===== src/rtl/imem_loader_if.sv =====
// Byte-stream handshake and instruction-memory write port of the boot loader.
// The slave side belongs to the loader; the master side drives bytes and observes writes.
interface imem_loader_if;
    logic        byte_valid;
    logic [7:0]  byte_data;
    logic        byte_ready;
    logic        mem_we;
    logic [31:0] mem_addr;
    logic [31:0] mem_data;

    modport master (
        output byte_valid,
        output byte_data,
        input  byte_ready,
        input  mem_we,
        input  mem_addr,
        input  mem_data
    );

    modport slave (
        input  byte_valid,
        input  byte_data,
        output byte_ready,
        output mem_we,
        output mem_addr,
        output mem_data
    );
endinterface


===== src/rtl/imem_loader.sv =====
// Boot-time instruction memory loader: header word count, then big-endian words
// written to consecutive addresses while the CPU is held in reset.
module imem_loader #(
    parameter int unsigned DEPTH     = 1024,
    parameter logic [31:0] BASE_ADDR = 32'h0000_0000
) (
    input  logic        clk,
    input  logic        reset,
    input  logic        start,
    imem_loader_if.slave bus,
    output logic        cpu_hold,
    output logic        done,
    output logic        error,
    output logic [10:0] words_loaded
);

    typedef enum logic [2:0] {
        S_IDLE,
        S_HDR_HI,
        S_HDR_LO,
        S_DATA,
        S_WRITE,
        S_DONE,
        S_ERR
    } state_t;

    state_t      state_q, state_d;
    logic [7:0]  hdr_hi_q, hdr_hi_d;
    logic [15:0] count_q, count_d;
    logic [1:0]  byte_idx_q, byte_idx_d;
    logic [10:0] words_q, words_d;
    logic [23:0] asm_q, asm_d;
    logic [31:0] mem_addr_q, mem_addr_d;
    logic [31:0] mem_data_q, mem_data_d;

    logic        xfer;
    logic [15:0] hdr_n;

    assign bus.byte_ready = (state_q == S_HDR_HI) || (state_q == S_HDR_LO) || (state_q == S_DATA);
    assign xfer           = bus.byte_valid && bus.byte_ready;
    assign hdr_n          = {hdr_hi_q, bus.byte_data};

    assign bus.mem_we     = (state_q == S_WRITE);
    assign bus.mem_addr   = mem_addr_q;
    assign bus.mem_data   = mem_data_q;
    assign cpu_hold       = (state_q != S_DONE);
    assign done           = (state_q == S_DONE);
    assign error          = (state_q == S_ERR);
    assign words_loaded   = words_q;

    always_comb begin
        state_d    = state_q;
        hdr_hi_d   = hdr_hi_q;
        count_d    = count_q;
        byte_idx_d = byte_idx_q;
        words_d    = words_q;
        asm_d      = asm_q;
        mem_addr_d = mem_addr_q;
        mem_data_d = mem_data_q;

        case (state_q)
            S_IDLE: begin
                if (start) begin
                    words_d = '0;
                    state_d = S_HDR_HI;
                end
            end
            S_HDR_HI: begin
                if (xfer) begin
                    hdr_hi_d = bus.byte_data;
                    state_d  = S_HDR_LO;
                end
            end
            S_HDR_LO: begin
                if (xfer) begin
                    count_d = hdr_n;
                    if (hdr_n == 16'd0) begin
                        state_d = S_DONE;
                    end else if ({16'd0, hdr_n} > DEPTH) begin
                        state_d = S_ERR;
                    end else begin
                        byte_idx_d = '0;
                        words_d    = '0;
                        state_d    = S_DATA;
                    end
                end
            end
            S_DATA: begin
                if (xfer) begin
                    asm_d      = {asm_q[15:0], bus.byte_data};
                    byte_idx_d = byte_idx_q + 2'd1;
                    // The address/data registers only move here so they hold steady outside WRITE.
                    if (byte_idx_q == 2'd3) begin
                        mem_data_d = {asm_q, bus.byte_data};
                        mem_addr_d = BASE_ADDR + {19'd0, words_q, 2'b00};
                        state_d    = S_WRITE;
                    end
                end
            end
            S_WRITE: begin
                words_d = words_q + 11'd1;
                if (({5'd0, words_q} + 16'd1) == count_q) begin
                    state_d = S_DONE;
                end else begin
                    state_d = S_DATA;
                end
            end
            S_DONE, S_ERR: begin
                if (start) begin
                    words_d = '0;
                    state_d = S_HDR_HI;
                end
            end
            default: begin
                state_d = S_IDLE;
            end
        endcase
    end

    always_ff @(posedge clk) begin
        if (reset) begin
            state_q    <= S_IDLE;
            hdr_hi_q   <= '0;
            count_q    <= '0;
            byte_idx_q <= '0;
            words_q    <= '0;
            asm_q      <= '0;
            mem_addr_q <= '0;
            mem_data_q <= '0;
        end else begin
            state_q    <= state_d;
            hdr_hi_q   <= hdr_hi_d;
            count_q    <= count_d;
            byte_idx_q <= byte_idx_d;
            words_q    <= words_d;
            asm_q      <= asm_d;
            mem_addr_q <= mem_addr_d;
            mem_data_q <= mem_data_d;
        end
    end

endmodule

===== src/flat_wrapper.sv =====
// flat-port wrapper written by rule: the top's interface ports become plain ports
module imem_loader_flat 
#(
    parameter int unsigned DEPTH     = 1024,
    parameter logic [31:0] BASE_ADDR = 32'h0000_0000
)
  (clk, reset, start, cpu_hold, done, error, words_loaded, bus_byte_valid, bus_byte_data, bus_byte_ready, bus_mem_we, bus_mem_addr, bus_mem_data);
  imem_loader_if bus_i ();
  input  logic clk;
  input  logic reset;
  input  logic start;
  output logic cpu_hold;
  output logic done;
  output logic error;
  output logic [10:0] words_loaded;
  input wire logic [$bits(bus_i.byte_valid)-1:0] bus_byte_valid;
  input wire logic [$bits(bus_i.byte_data)-1:0] bus_byte_data;
  output wire logic [$bits(bus_i.byte_ready)-1:0] bus_byte_ready;
  output wire logic [$bits(bus_i.mem_we)-1:0] bus_mem_we;
  output wire logic [$bits(bus_i.mem_addr)-1:0] bus_mem_addr;
  output wire logic [$bits(bus_i.mem_data)-1:0] bus_mem_data;
  assign bus_i.byte_valid = bus_byte_valid;
  assign bus_i.byte_data = bus_byte_data;
  assign bus_byte_ready = bus_i.byte_ready;
  assign bus_mem_we = bus_i.mem_we;
  assign bus_mem_addr = bus_i.mem_addr;
  assign bus_mem_data = bus_i.mem_data;
  imem_loader #(.DEPTH(DEPTH), .BASE_ADDR(BASE_ADDR)) u_core (.clk(clk), .reset(reset), .start(start), .bus(bus_i), .cpu_hold(cpu_hold), .done(done), .error(error), .words_loaded(words_loaded));
endmodule

===== config.mk =====
export PLATFORM = sky130hd
export DESIGN_NAME = imem_loader_flat
export DESIGN_NICKNAME = d
export VERILOG_FILES = /design/src/rtl/imem_loader_if.sv /design/src/rtl/imem_loader.sv /design/src/flat_wrapper.sv
export SDC_FILE = /design/constraint.sdc
export NUM_CORES = 1
export LEC_CHECK = 0
export BUFFER_PORTS_ARGS = -buffer_cell sky130_fd_sc_hd__buf_2
export CAP_MARGIN = 20
export CORE_MARGIN = 3
export CORE_UTILIZATION = 59
export DETAILED_ROUTE_END_ITERATION = 7
export PLACE_DENSITY = 0.85
export SLEW_MARGIN = 0
export SYNTH_ARGS = -nofsm -noshare
export SYNTH_HDL_FRONTEND = slang
export SYNTH_SLANG_ARGS = --single-unit

===== constraint.sdc =====
create_clock -name clk -period 3.9 [get_ports clk]
set_clock_uncertainty 0.1 [all_clocks]
set_input_delay 1.17 -clock clk [delete_from_list [all_inputs] [get_ports clk]]
set_output_delay 1.17 -clock clk [all_outputs]
set_load 0.01 [all_outputs]

* Yosys cells after proc, flatten, opt, wreduce, memory -nomap -nowiden
Index checks and enable logic that the tools add are counted.
** Operators by class
- $add $sub $neg :: 3
- Magnitude comparators :: 1
- Eq/ne operators :: 16
- Muxes and demuxes :: 19
- Reductions and logical operators :: 15
** Operators with widths (count)
- 11-bit 2-to-1 mux :: 4
- 11-bit one-hot mux with 3 select lines :: 1
- 3-bit 2-to-1 mux :: 8
- 16-bit == test :: 1
- 16-bit by 11-bit greater-than comparator with 1-bit output (second input constant) :: 1
- 16-bit zero test :: 1
- 3-bit one-hot mux with 5 select lines :: 1
- 5-bit AND reduction :: 3
- 11-bit by 1-bit adder with 12-bit output (second input constant) :: 1
- 11-bit by 1-bit adder with 11-bit output (second input constant) :: 1
- 3-bit == test (second input constant) :: 3
- 2-bit 2-to-1 mux :: 4
- 2-bit by 1-bit inequality test with 1-bit output (second input constant) :: 4
- 3-bit by 2-bit == test with 1-bit output (second input constant) :: 2
- 2-bit inequality test (second input constant) :: 3
- 2-bit AND reduction :: 3
- 2-bit one-hot mux with 2 select lines :: 1
- 3-bit by 1-bit == test with 1-bit output (second input constant) :: 1
- 3-bit zero test :: 1
- 3-bit inequality test (second input constant) :: 1
- 3-bit AND reduction :: 1
- 3-bit nonzero test :: 1
- 3-bit OR reduction :: 1
- 2-bit by 1-bit adder with 2-bit output (second input constant) :: 1
- 4 further kinds :: 5
** Word-level totals
- Flip-flop bits (word level) :: 107
- Input port bits :: 12
- Output and inout bits :: 80
- Word-level logic and storage cells :: 62

* Depth between registers and ports, before layout
- Depth after elaboration :: 6
- Mapped depth :: 8
- Depth with buffers taken out :: 7

* Worst setup path before layout
No wires, ideal clock.
- Path kind :: input to register
- Start :: input port bus_byte_data[2]
- End :: register u_core.state_q[1]
- Library setup time :: 117 ps
- Data arrival time :: 2629 ps
- Data required time :: 3683 ps
- Setup slack :: 1053 ps
- Stages on the path :: 6
- Path buffers :: 0
- Path through :: or4_4 -> or3_1 -> o31a_1 -> o31a_1 -> nor2_1 -> o2bb2ai_1
** Between the ends
- Longest elaborated chain between the ends :: 4
** RTL lines
- start: declaration :: RTL line flat_wrapper.sv:17 : input wire logic [$bits(bus_i.byte_data)-1:0] bus_byte_data;
- 16-bit zero test :: RTL line imem_loader.sv:77 : if (hdr_n == 16'd0) begin
- 3-bit 2-to-1 mux :: RTL line imem_loader.sv:77
- 3-bit 2-to-1 mux :: RTL line imem_loader.sv:75 : if (xfer) begin
- 3-bit one-hot mux with 5 select lines :: RTL line imem_loader.sv:61 : case (state_q)
- end signal: assignment :: RTL line imem_loader.sv:131 : state_q <= state_d;
- end: declaration :: RTL line imem_loader.sv:27 : state_t state_q, state_d;
Every way passes these cells. The select of a mux whose other input is x is not followed.
A chain may end at the register's enable or synchronous reset.

* Worst setup path after layout
- Start :: register u_core.state_q[2]
- End :: output port bus_mem_we
** Between the ends
- Longest elaborated chain between the ends :: 1
** RTL lines
- 3-bit == test :: RTL line imem_loader.sv:43 : assign bus.mem_we = (state_q == S_WRITE);
- end: declaration :: RTL line flat_wrapper.sv:19 : output wire logic [$bits(bus_i.mem_we)-1:0] bus_mem_we;
Every way passes these cells.

==> impl_results.md <==
* Fraction of the cycle the final worst path needs at 88.5%
* Buffer depth of the longest clock path at 2
* Number of standard-cell rows in the floorplan at 31
* WL final at 11,000 um
* Logic depth of the worst register-to-register path at 7
* Sequential fraction of the synthesis area at 47.2%
* Starting density of the core at 61.5%
* Worst path required time at 2.63 ns
* Reg-to-Reg End: u_core.state_q[1]
* Worst-path maximum fanout at 14
* Maxcap violations at 0
* Core occupancy in the finished layout at 68.5%
* Floorplan core area at 7370 um^2
* Worst setup EP type: output pin
* Type of the worst min-delay path: reg -> reg
* Hold Fails Final Rpt at 0
* Time the final worst path needs with I/O delays and setup at 3.45 ns
* Num Clock Sinks at 107
* Root Buffer: sky130_fd_sc_hd__clkbuf_8
* Clock buffer count from CTS at 9
* Count of flip-flops with a built-in enable after synthesis at 0
* Slew @ Worst Pin at 0.792 ns
* # diodes at 0
* Pin count of the biggest net entering global routing at 36
* Cells after synthesis at 594
* Area share of the largest cell type after synthesis at 47.2%
* Final nets at 663
* Filler-free cell count of the finished design at 753
* Critical Path Source Type: flop
* Clock insertion delay at the later pin of the skew report at 0.37 ns
* Hold WS at 0.358 ns
* Share of post-route cells with drive strength above 1 at 15.7%
* DR WL/cell at 14.6 um
* Register-to-register setup slack at 1.39 ns
* Cells after DPL at 737
* Crit path DAT at 2.18 ns
* Place WS at 0.746 ns
* Min-Delay Endpoint: u_core.bus.mem_data[26]
* Count of antenna-violating nets left after detailed routing at 0
* Setup WS post-layout at 0.450 ns
* Congestion Overflow GR at 0
* Yosys warning total at 0
* X dimension of the die at 93.7 um
* CTS tree: done
* Vias in the first global route at 3,784
* Part of the power in the clock network at 32.0%
* Total placed instance area at 4860 um^2
* Pwr Total at 1.97 mW
* Power density over the cells at 391 nW/um^2
* Sequential power share at 57.9%
* Count of final max-slew check failures at 0
* Number of antenna violations at the first check in global routing at 0
* Remaining routing DRC violations at 0
* Startpoint of the most critical register-to-register path: u_core.words_loaded[0]
* Switch Pwr at 541 uW
* Leak at 1.98 nW
* Commonest register cell after synthesis: sky130_fd_sc_hd__dfxtp_1
* Mean number of vias per cell at 5.57
* GR Util All Layers at 25.7%
* Full die area at 8780 um^2
* # hold bufs at CTS at 0
* Detailed router's first-iteration violation count at 403
* GP Congestion at 0.943
* Layout-stage area growth over the synthesis result at 11.3%
* Logic gate share of total power at 10.1%
* Mean area per synthesized cell at 7.64 um^2
* Peak clock frequency supported by timing at 290 MHz
* Status: complete, no violations
* Hold wc startpoint: u_core.asm_q[18]
* Final non-filler cell area at 5050 um^2
* Final sum of negative setup slack at 0 ns
* Cell depth of the worst hold path at 2
* Distinct cells, synth at 50
* Setup Fix Bufs, Post-CTS at 0
* Number of fill cells in the layout at 620
* Synthesized cell area at 4540 um^2
* Crit Path Category: reg -> out
* Estimated wirelength of the detail-placed design at 7550 um
* Via count at 4,192
* Vertical die dimension at 93.7 um
* Switching Fraction at 27.4%
* First-pass GRT wire length at 18,000 um
* Most frequent standard cell in the layout excluding fill and tap cells: sky130_fd_sc_hd__nand2_1
* Setup repair after global routing missed its margin: no
* Share of flip-flops with an asynchronous set or reset at 0%
* Buffers on Ports at 70
* Resize count post-CTS at 0
* Total of flip-flops plus latches after synthesis at 107
* Register clock-pin slew on the reported worst setup and hold paths at 0.10 ns
* Total number of H-tree levels at 3
* Pint at 1.43 mW
* Setup violators final at 0
* Commonest cells after routing, fill and taps aside: sky130_fd_sc_hd__nand2_1, sky130_fd_sc_hd__dfxtp_1, sky130_fd_sc_hd__a21oi_1
* Max_slew headroom at 46.8%
* Boundary Pins at 92
* Library cell occupying the most area in the post-synthesis netlist: sky130_fd_sc_hd__dfxtp_1
* Max VDD drop at 0.304 mV
* Iteration count of the initial detailed-routing pass at 5
* Top post-synthesis cells by area: sky130_fd_sc_hd__dfxtp_1, sky130_fd_sc_hd__nand2_1, sky130_fd_sc_hd__a21oi_1, sky130_fd_sc_hd__buf_4, sky130_fd_sc_hd__nor2_1
[synth_stat cells (2+ instances only)]
library cell               instances
sky130_fd_sc_hd__nor2b_1           5
sky130_fd_sc_hd__nor2_1           22
sky130_fd_sc_hd__a31oi_1           2
sky130_fd_sc_hd__and3_1            7
sky130_fd_sc_hd__dfxtp_1         107
sky130_fd_sc_hd__o21ai_0          10
sky130_fd_sc_hd__buf_2            13
sky130_fd_sc_hd__nor4_1            3
sky130_fd_sc_hd__nand2_2           2
sky130_fd_sc_hd__ha_1              2
sky130_fd_sc_hd__clkbuf_1         20
sky130_fd_sc_hd__a22oi_1           2
sky130_fd_sc_hd__buf_4            21
sky130_fd_sc_hd__nand2_1         199
sky130_fd_sc_hd__nand3_1           4
sky130_fd_sc_hd__nand4_1           4
sky130_fd_sc_hd__o31a_1            2
sky130_fd_sc_hd__xor2_1            6
sky130_fd_sc_hd__inv_1             8
sky130_fd_sc_hd__and2_1            3
sky130_fd_sc_hd__nor3_1            5
sky130_fd_sc_hd__a21oi_1         106
sky130_fd_sc_hd__nand3b_1          2
sky130_fd_sc_hd__a311oi_1          4
sky130_fd_sc_hd__or3_1             2
sky130_fd_sc_hd__xnor2_1           9
[routing by layer]
layer / up-vias / wire length, um / global-route usage, % / share of wire [%]
met4: 0 / 192 / 7.10 / 1.7
met2: 194 / 5040 / 39.6 / 46
li1: 2045 / - / - / -
met5: - / 0 / 0 / 0
met1: 1927 / 4750 / 35.0 / 43
met3: 26 / 1020 / 7.69 / 9.3
[registers in the layout, summed over array words and instances, names as in the netlist]
signal,cells
u_core.bus.mem_data,32
u_core.words_loaded,11
u_core.bus.mem_addr,11
u_core.asm_q,24
u_core.count_q,16
u_core.byte_idx_q,2
u_core.state_q,3
u_core.hdr_hi_q,8
[power groups by stage]
stage	Clock [mW]	Sequential (mW)	Combinational [mW]
floorplan	0	1.15	0.173
global placement	0	1.17	0.190
detailed placement	0	1.17	0.193
CTS	0.638	1.14	0.195
global route	0.691	1.15	0.220
finish	0.632	1.14	0.199
[final cells by class]
cell class                      instances  area [um^2]  area share [%]
Sequential cell                       107         2140            42.4
Multi-Input combinational cell        443         2130            42.3
Timing Repair Buffer                   79          430            8.53
Clock buffer                           10          138            2.73
Tap cell                               99          124            2.45
Clock inverter                          6         47.5           0.942
Inverter                                9         33.8           0.669
[worst max-delay path: stages (launching register included)]
cell and delay (ns):
sky130_fd_sc_hd__dfxtp_1 0.56, sky130_fd_sc_hd__nor2b_1 0.35, sky130_fd_sc_hd__nand2_1 0.30, sky130_fd_sc_hd__inv_1 0.40
sky130_fd_sc_hd__buf_2 0.21
[worst max path at each step]
stage                                   endpoint  depth (start not counted)               from  slack (ns)
after detailed placement  u_core.words_loaded[1]                          7   bus_byte_data[2]        0.75
after global routing                  bus_mem_we                          4  u_core.state_q[2]        0.26
after global placement    u_core.words_loaded[1]                          7   bus_byte_data[2]        0.79
after floorplan                u_core.state_q[1]                          6   bus_byte_data[2]        1.05
after CTS                             bus_mem_we                          4  u_core.state_q[2]        0.49
final                                 bus_mem_we                          4  u_core.state_q[2]        0.45
[cell families (layout without fill, tap and decap cells)]
kind of cell | Yosys count | after routing | share of synthesized area, %
adder cells (fa/ha/maj) | 2 | 2 | 0.552
other | 1 | 21 | 0.0827
AND/OR/NAND/NOR | 265 | 265 | 24.6
XOR/XNOR | 15 | 15 | 2.90
flip-flops | 107 | 107 | 47.2
buffers and inverters | 64 | 104 | 7.39
AO/OA/AOI/OAI | 140 | 140 | 17.2
No activity file was read; power rests on OpenSTA's default activity.
